**src/rtl/fabric_config_loader_if.sv**
```systemverilog
`default_nettype none
// ============================================================================
// Module  : fabric_config_loader_if
// Purpose : Bitstream word stream (valid/ready) into the configuration loader.
// Rev     : 1.0
// ============================================================================
interface fabric_config_loader_if #(
   parameter int FRAME_BITS = 32
);
   logic [FRAME_BITS-1:0] cfg_data_i;
   logic                  cfg_valid_i;
   logic                  cfg_ready_o;

   modport master (output cfg_data_i, output cfg_valid_i, input  cfg_ready_o);
   modport slave  (input  cfg_data_i, input  cfg_valid_i, output cfg_ready_o);
endinterface
`default_nettype wire

```
**src/rtl/fabric_config_loader.sv**
```systemverilog
`default_nettype none
// ============================================================================
// Module  : fabric_config_loader
// Purpose : Decodes sync/address/data words into frame data, one-hot frame
//           strobes and row selects; optional checksum via FABRIC_CFG_CHECKSUM_EN.
// Rev     : 1.0
// ============================================================================
module fabric_config_loader #(
   parameter int FRAME_BITS    = 32,
   parameter int MAX_FRAMES    = 20,
   parameter int NUM_ROWS      = 16,
   parameter int STROBE_CYCLES = 2
) (
   input  logic                  CLK,
   input  logic                  RST,
   fabric_config_loader_if.slave cfg,
   output logic [FRAME_BITS-1:0] frame_data_o,
   output logic [MAX_FRAMES-1:0] frame_strobe_o,
   output logic [NUM_ROWS-1:0]   row_select_o,
   output logic                  config_active_o,
   output logic                  config_done_o,
   output logic                  config_error_o,
   output logic [15:0]           frames_written_o
);

   localparam logic [FRAME_BITS-1:0] c_SYNC      = FRAME_BITS'(32'hFAB0_FAB1);
   localparam logic [FRAME_BITS-1:0] c_DESYNC    = FRAME_BITS'(32'hFAB0_FAB0);
   localparam logic [8:0]            c_FRAME_LIM = 9'(MAX_FRAMES);
   localparam logic [8:0]            c_ROW_LIM   = 9'(NUM_ROWS);
   localparam int                    c_CNT_W     = (STROBE_CYCLES > 1) ? $clog2(STROBE_CYCLES) : 1;
   localparam logic [c_CNT_W-1:0]    c_CNT_LAST  = c_CNT_W'(STROBE_CYCLES - 1);
   localparam logic [MAX_FRAMES-1:0] c_STRB_ONE  = {{(MAX_FRAMES-1){1'b0}}, 1'b1};
   localparam logic [NUM_ROWS-1:0]   c_ROW_ONE   = {{(NUM_ROWS-1){1'b0}}, 1'b1};

   typedef enum logic [2:0] {
      S_IDLE   = 3'd0,
      S_ADDR   = 3'd1,
      S_DATA   = 3'd2,
      S_SETUP  = 3'd3,
      S_STROBE = 3'd4,
      S_HOLD   = 3'd5
`ifdef FABRIC_CFG_CHECKSUM_EN
      , S_CHECK = 3'd6
`endif
   } state_t;

   state_t                  state_q, state_d;
   logic [7:0]              frame_q, frame_d;
   logic [7:0]              row_q, row_d;
   logic [c_CNT_W-1:0]      cnt_q, cnt_d;
   logic [FRAME_BITS-1:0]   data_q, data_d;
   logic [MAX_FRAMES-1:0]   strobe_q, strobe_d;
   logic [NUM_ROWS-1:0]     rowsel_q, rowsel_d;
   logic                    ready_q, ready_d;
   logic                    active_q, active_d;
   logic                    done_q, done_d;
   logic                    error_q, error_d;
   logic [15:0]             count_q, count_d;
`ifdef FABRIC_CFG_CHECKSUM_EN
   logic [FRAME_BITS-1:0]   acc_q, acc_d;
`endif

   logic                    w_accept;
   logic [FRAME_BITS-1:0]   w_word;
   logic                    w_addr_bad;

   assign w_word     = cfg.cfg_data_i;
   assign w_accept   = cfg.cfg_valid_i & ready_q;
   assign w_addr_bad = (w_word[FRAME_BITS-1:16] != '0)
                     || ({1'b0, w_word[7:0]}  >= c_FRAME_LIM)
                     || ({1'b0, w_word[15:8]} >= c_ROW_LIM);

   always_comb begin
      state_d  = state_q;
      frame_d  = frame_q;
      row_d    = row_q;
      cnt_d    = cnt_q;
      data_d   = data_q;
      rowsel_d = rowsel_q;
      done_d   = 1'b0;
      error_d  = error_q;
      count_d  = count_q;
`ifdef FABRIC_CFG_CHECKSUM_EN
      acc_d    = acc_q;
`endif
      case (state_q)
         S_IDLE: begin
            if (w_accept && (w_word == c_SYNC)) begin
               state_d = S_ADDR;
               error_d = 1'b0;
               count_d = 16'd0;
`ifdef FABRIC_CFG_CHECKSUM_EN
               acc_d   = '0;
`endif
            end
         end
         S_ADDR: begin
            if (w_accept) begin
               if (w_word == c_DESYNC) begin
`ifdef FABRIC_CFG_CHECKSUM_EN
                  state_d = S_CHECK;
`else
                  state_d = S_IDLE;
                  done_d  = 1'b1;
`endif
               end else if (w_word != c_SYNC) begin
                  if (w_addr_bad) begin
                     state_d = S_IDLE;
                     error_d = 1'b1;
                  end else begin
                     frame_d = w_word[7:0];
                     row_d   = w_word[15:8];
                     state_d = S_DATA;
                  end
               end
            end
         end
         S_DATA: begin
            if (w_accept) begin
               data_d   = w_word;
               rowsel_d = c_ROW_ONE << row_q;
               cnt_d    = '0;
               state_d  = S_SETUP;
`ifdef FABRIC_CFG_CHECKSUM_EN
               acc_d    = acc_q ^ w_word;
`endif
            end
         end
         S_SETUP:  state_d = S_STROBE;
         S_STROBE: begin
            if (cnt_q == c_CNT_LAST) state_d = S_HOLD;
            else                     cnt_d   = cnt_q + 1'b1;
         end
         S_HOLD: begin
            state_d = S_ADDR;
            if (count_q != 16'hFFFF) count_d = count_q + 16'd1;
         end
`ifdef FABRIC_CFG_CHECKSUM_EN
         S_CHECK: begin
            if (w_accept) begin
               state_d = S_IDLE;
               if (w_word == acc_q) done_d  = 1'b1;
               else                 error_d = 1'b1;
            end
         end
`endif
         default: state_d = S_IDLE;
      endcase

      // Outputs are registered from the next state so they track state_q exactly.
      if (state_d == S_IDLE) begin
         data_d   = '0;
         rowsel_d = '0;
      end
      ready_d  = (state_d == S_IDLE) || (state_d == S_ADDR) || (state_d == S_DATA)
`ifdef FABRIC_CFG_CHECKSUM_EN
               || (state_d == S_CHECK)
`endif
               ;
      strobe_d = (state_d == S_STROBE) ? (c_STRB_ONE << frame_q) : '0;
      active_d = (state_d != S_IDLE);
   end

   always_ff @(posedge CLK) begin
      if (RST) begin
         state_q  <= S_IDLE;
         frame_q  <= '0;
         row_q    <= '0;
         cnt_q    <= '0;
         data_q   <= '0;
         strobe_q <= '0;
         rowsel_q <= '0;
         ready_q  <= 1'b1;
         active_q <= 1'b0;
         done_q   <= 1'b0;
         error_q  <= 1'b0;
         count_q  <= 16'd0;
`ifdef FABRIC_CFG_CHECKSUM_EN
         acc_q    <= '0;
`endif
      end else begin
         state_q  <= state_d;
         frame_q  <= frame_d;
         row_q    <= row_d;
         cnt_q    <= cnt_d;
         data_q   <= data_d;
         strobe_q <= strobe_d;
         rowsel_q <= rowsel_d;
         ready_q  <= ready_d;
         active_q <= active_d;
         done_q   <= done_d;
         error_q  <= error_d;
         count_q  <= count_d;
`ifdef FABRIC_CFG_CHECKSUM_EN
         acc_q    <= acc_d;
`endif
      end
   end

   assign cfg.cfg_ready_o    = ready_q;
   assign frame_data_o       = data_q;
   assign frame_strobe_o     = strobe_q;
   assign row_select_o       = rowsel_q;
   assign config_active_o    = active_q;
   assign config_done_o      = done_q;
   assign config_error_o     = error_q;
   assign frames_written_o   = count_q;

endmodule
`default_nettype wire

```
**src/flat_wrapper.sv**
```systemverilog
// flat-port wrapper written by rule: the top's interface ports become plain ports
module fabric_config_loader_flat 
#(
   parameter int FRAME_BITS    = 32,
   parameter int MAX_FRAMES    = 20,
   parameter int NUM_ROWS      = 16,
   parameter int STROBE_CYCLES = 2
)
  (CLK, RST, frame_data_o, frame_strobe_o, row_select_o, config_active_o, config_done_o, config_error_o, frames_written_o, cfg_cfg_data_i, cfg_cfg_valid_i, cfg_cfg_ready_o);
  fabric_config_loader_if #(.FRAME_BITS(FRAME_BITS)) cfg_i ();
  input  logic CLK;
  input  logic RST;
  output logic [FRAME_BITS-1:0] frame_data_o;
  output logic [MAX_FRAMES-1:0] frame_strobe_o;
  output logic [NUM_ROWS-1:0] row_select_o;
  output logic config_active_o;
  output logic config_done_o;
  output logic config_error_o;
  output logic [15:0] frames_written_o;
  input wire logic [$bits(cfg_i.cfg_data_i)-1:0] cfg_cfg_data_i;
  input wire logic [$bits(cfg_i.cfg_valid_i)-1:0] cfg_cfg_valid_i;
  output wire logic [$bits(cfg_i.cfg_ready_o)-1:0] cfg_cfg_ready_o;
  assign cfg_i.cfg_data_i = cfg_cfg_data_i;
  assign cfg_i.cfg_valid_i = cfg_cfg_valid_i;
  assign cfg_cfg_ready_o = cfg_i.cfg_ready_o;
  fabric_config_loader #(.FRAME_BITS(FRAME_BITS), .MAX_FRAMES(MAX_FRAMES), .NUM_ROWS(NUM_ROWS), .STROBE_CYCLES(STROBE_CYCLES)) u_core (.CLK(CLK), .RST(RST), .cfg(cfg_i), .frame_data_o(frame_data_o), .frame_strobe_o(frame_strobe_o), .row_select_o(row_select_o), .config_active_o(config_active_o), .config_done_o(config_done_o), .config_error_o(config_error_o), .frames_written_o(frames_written_o));
endmodule
```
**config.mk**
```make
export PLATFORM = sky130hd
export DESIGN_NAME = fabric_config_loader_flat
export DESIGN_NICKNAME = d
export VERILOG_FILES = /design/src/rtl/fabric_config_loader_if.sv /design/src/rtl/fabric_config_loader.sv /design/src/flat_wrapper.sv
export SDC_FILE = /design/constraint.sdc
export NUM_CORES = 1
export LEC_CHECK = 0
export ABC_AREA = 1
export BUFFER_PORTS_ARGS = -buffer_cell sky130_fd_sc_hd__buf_2
export CORE_MARGIN = 2
export CORE_UTILIZATION = 57
export DETAILED_ROUTE_END_ITERATION = 8
export PLACE_DENSITY_LB_ADDON = 0.2
export SYNTH_ARGS = -nofsm -noshare
export SYNTH_HDL_FRONTEND = slang
export SYNTH_SLANG_ARGS = --single-unit
export TNS_END_PERCENT = 5
```
**constraint.sdc**
```tcl
create_clock -name CLK -period 4.5 [get_ports CLK]
set_clock_uncertainty 0.05 [all_clocks]
set_input_delay 0.9 -clock CLK [delete_from_list [all_inputs] [get_ports CLK]]
set_output_delay 0.9 -clock CLK [all_outputs]
set_load 0.1 [all_outputs]
```
==> key figures <==
Clocking
  • Htree depth: 3
  • Worst-Skew Late Latency: 0.37 ns
  • Clk root buf: clkbuf_8
  • Clock Pin Slew Worst Setup and Hold Paths: 0.10 ns
  • CTS buffer count: 9
  • PostCTS Resize Cnt: 0
  • Setup bufs post-CTS: 0
  • Clk buf depth: 2
  • Clk sinks: 108
  • Post-cts hold buffer count: 0
  • CTS tree: done

Setup path
  • Worst R2R Setup Slack: 2.00 ns
  • Top cell by count, worst path: nand2_1
  • Crit-path cells: buf_2, nand2_1, nor2_2, inv_2, o21ai_0, nand2_1, inv_1
  • Reg2Reg Capture Point: u_core.frame_data_o[1]
  • Critical Path RT: 4.76 ns
  • CP max-delay cell: inv_2
  • Reg2reg start: u_core.state_q[1]
  • R2R cell count: 10
  • Startpoint types: input pin
  • WP data arrival: roughly 2.8 ns
  • Crit path max-delay family: simple AND/OR/NAND/NOR gates
  • CP startpoint: cfg_cfg_valid_i
  • WP depth: 7
  • Max incr delay on CP: 0.57 ns
  • CP Max Fanout: just over 70
  • CP Class: in2reg
  • Critical path endpoint: u_core.frame_data_o[1]
  • Critical Path End Type: register
  • CP bufs+invs: 3

Global route
  • GRT Overall Usage: 25.4%
  • First-pass GRT wire length: 18.3 mm
  • Largest net degree at the start of global routing: 72
  • Gr ovfl total: 0
  • Initial antenna violation count: 0
  • Vias in the first global route: 4171

Detailed routing
  • Vias per cell: about 5
  • Routed WL: 11.4 mm
  • Routed Antenna Nets: 0
  • Initial DRC count: 168
  • DRT Pass-1 Iters: 5
  • Wirelength per Cell: 12.3 um
  • Drt drc: 0
  • Vias: 4635

Placed design
  • Routability cong.: 0.856
  • Port Buffers: 122
  • HPWL Detailed: about 8.4 mm
  • Placed inst area: around 5400 um2

Finish
  • Design area: 5620 um2
  • Final nets: 852
  • N_diodes: 0
  • Area delta synth->final: 17.3%
  • Share of cells above drive strength 1: 22.8%

Synthesis
  • Yosys warning count: 0
  • Synth unique cells: 30
  • Post-synthesis async set-or-reset flop share: 0%
  • Synthesized cell area: 4790 um2
  • Count leader, synth: nand2_1
  • Syn_area_per_cell: 6.84 um2
  • FF+latch count, synth: 108
  • EDFF count, synth: 0
  • Gate Count Post-Synth: 701
  • Top cells by area, synth: dfxtp_1, nand2_1, inv_1
  • Post-synth top area share: a little under half
  • Most area-hungry cell type in the Yosys netlist: dfxtp_1
  • Register area share after synthesis: 45.1%
  • Commonest cells post-synth: nand2_1, dfxtp_1, inv_1
  • Main synth FF type: dfxtp_1
  • Net Count, Synth: between 700 and 800

Die
  • Total die area: 9160 um2
  • Starting Density: 58.6%
  • Row count: 33
  • Io pins: 123
  • Chip Height: 95.7 um
  • Die Width: around 96 um
  • Total core area: just over 8000 um2

STA
  • Max Transition Viols Final: 0
  • Setup violations, final: 0
  • Setup tns final: 0 ns
  • Worst slew pin tran: 0.998 ns
  • Hold Vio Cnt, Final: 0
  • RSZ-0062 raised after global routing: no
  • Highest clock rate: 0.387 GHz
  • Period minus WS final: ~2.6 ns
  • Period utilization: between 50% and 60%
  • Rel. slew slack: 33.4%

Power
  • Maximum vdd drop: 0.000154 V
  • Logic gate share of total power: ~3.2%
  • Sequential power share: 60.3%
  • Switch share: around 22%
  • Pleak: slightly below 3 nW
  • Clock power frac: 36.4%
  • Power, Total: 1.58 mW
  • Power Density: 282 nW/um2
  • Net Switching: 0.353 mW
  • Cell Int Power: 1.23 mW

Job
  • Max_cap viols: 0

Run status
  • Status: finished clean

Hold path
  • Worst Hold Class: reg2reg
## tightest hold or removal path, stage by stage (launching register included)
cell and delay, ns:
dfxtp_1 0.32, inv_1 0.07, nor3_1 0.05
## logic make-up after synthesis
logic type | after synthesis | synth area share, %
buffers and inverters | 137 | 11.5
AND/OR/NAND/NOR | 371 | 33.4
AO/OA/AOI/OAI | 76 | 8.27
flip-flops | 108 | 45.1
XOR/XNOR | 8 | 1.46
adder cells (fa/ha/maj) | 1 | 0.261
## stage by stage
stage / std cells / setup slack, ns / hold WS [ns] / util, %
2_1_floorplan: 701 / 1.99 / 0.389 / -
3_3_place_gp: 910 / 1.72 / 0.401 / 66.5
3_5_place_dp: 910 / 1.61 / 0.414 / 66.5
4_1_cts: 924 / 1.95 / 0.431 / 68.7
5_1_grt: 924 / 1.74 / 0.451 / 68.7
6_report: 924 / 1.91 / 0.433 / 68.7
## flip-flops by register name, indices dropped and copies added, names as in the netlist
signal	count
u_core.config_done_o	1
u_core.frame_q	8
u_core.config_error_o	1
u_core.cnt_q	1
u_core.config_active_o	1
u_core.state_q	3
u_core.frames_written_o	16
u_core.frame_strobe_o	20
u_core.row_select_o	16
u_core.cfg.cfg_ready_o	1
u_core.frame_data_o	32
u_core.row_q	8
## cell type report
class | instances | area [um2]
Timing Repair Buffer | 123 | 618
Sequential cell | 108 | 2160
Tap cell | 105 | 131
Multi-Input combinational cell | 456 | 2080
Clock inverter | 5 | 62.6
Fill cell | 751 | 2550
Clock buffer | 9 | 124
Inverter | 118 | 443
## power by group through the flow
stage | clock [mW] | sequential (mW) | combinational [mW]
5_1_grt | 0.624 | 0.955 | 0.0579
4_1_cts | 0.588 | 0.955 | 0.0509
3_5_place_dp | 0 | 0.977 | 0.0505
6_report | 0.577 | 0.955 | 0.0511
2_1_floorplan | 0 | 0.977 | 0.0232
3_3_place_gp | 0 | 0.977 | 0.0492
## per-layer routing
metal | GRT usage [%] | part of all wire [%] | vias up | routed length, um
met1 | 30.5 | 42 | 2091 | 4790
met5 | 0 | 0 | - | 0
met3 | 5.09 | 6.4 | 20 | 727
li1 | - | - | 2381 | -
met2 | 43.9 | 50 | 143 | 5660
met4 | 11.3 | 1.9 | 0 | 219
## cell usage in the layout, fill, tap and decap left out, types with 6 or more instances in the layout
master and count:
nand2_1 200, buf_2 122, dfxtp_1 108, inv_1 99, nor2_1 81, o21ai_0 49
nand3_1 27, a21oi_1 23, inv_2 19, nand4_1 18, nor3_1 12, nand2_2 12
clkbuf_8 9, xor2_1 8, or2_2 6
## how the worst min path moves through the flow
stage | endpoint | cells after the start | from | slack (ns)
5_1_grt | u_core.row_q[4] | 2 | u_core.row_q[4] | 0.45
4_1_cts | u_core.frame_q[5] | 2 | u_core.frame_q[5] | 0.43
6_report | u_core.frame_q[5] | 2 | u_core.frame_q[5] | 0.43
3_3_place_gp | u_core.frame_q[5] | 2 | u_core.frame_q[5] | 0.40
2_1_floorplan | u_core.frame_q[5] | 2 | u_core.frame_q[5] | 0.39
3_5_place_dp | u_core.cnt_q | 2 | u_core.cnt_q | 0.41
Note: power is estimated with default switching activity, not from simulation.
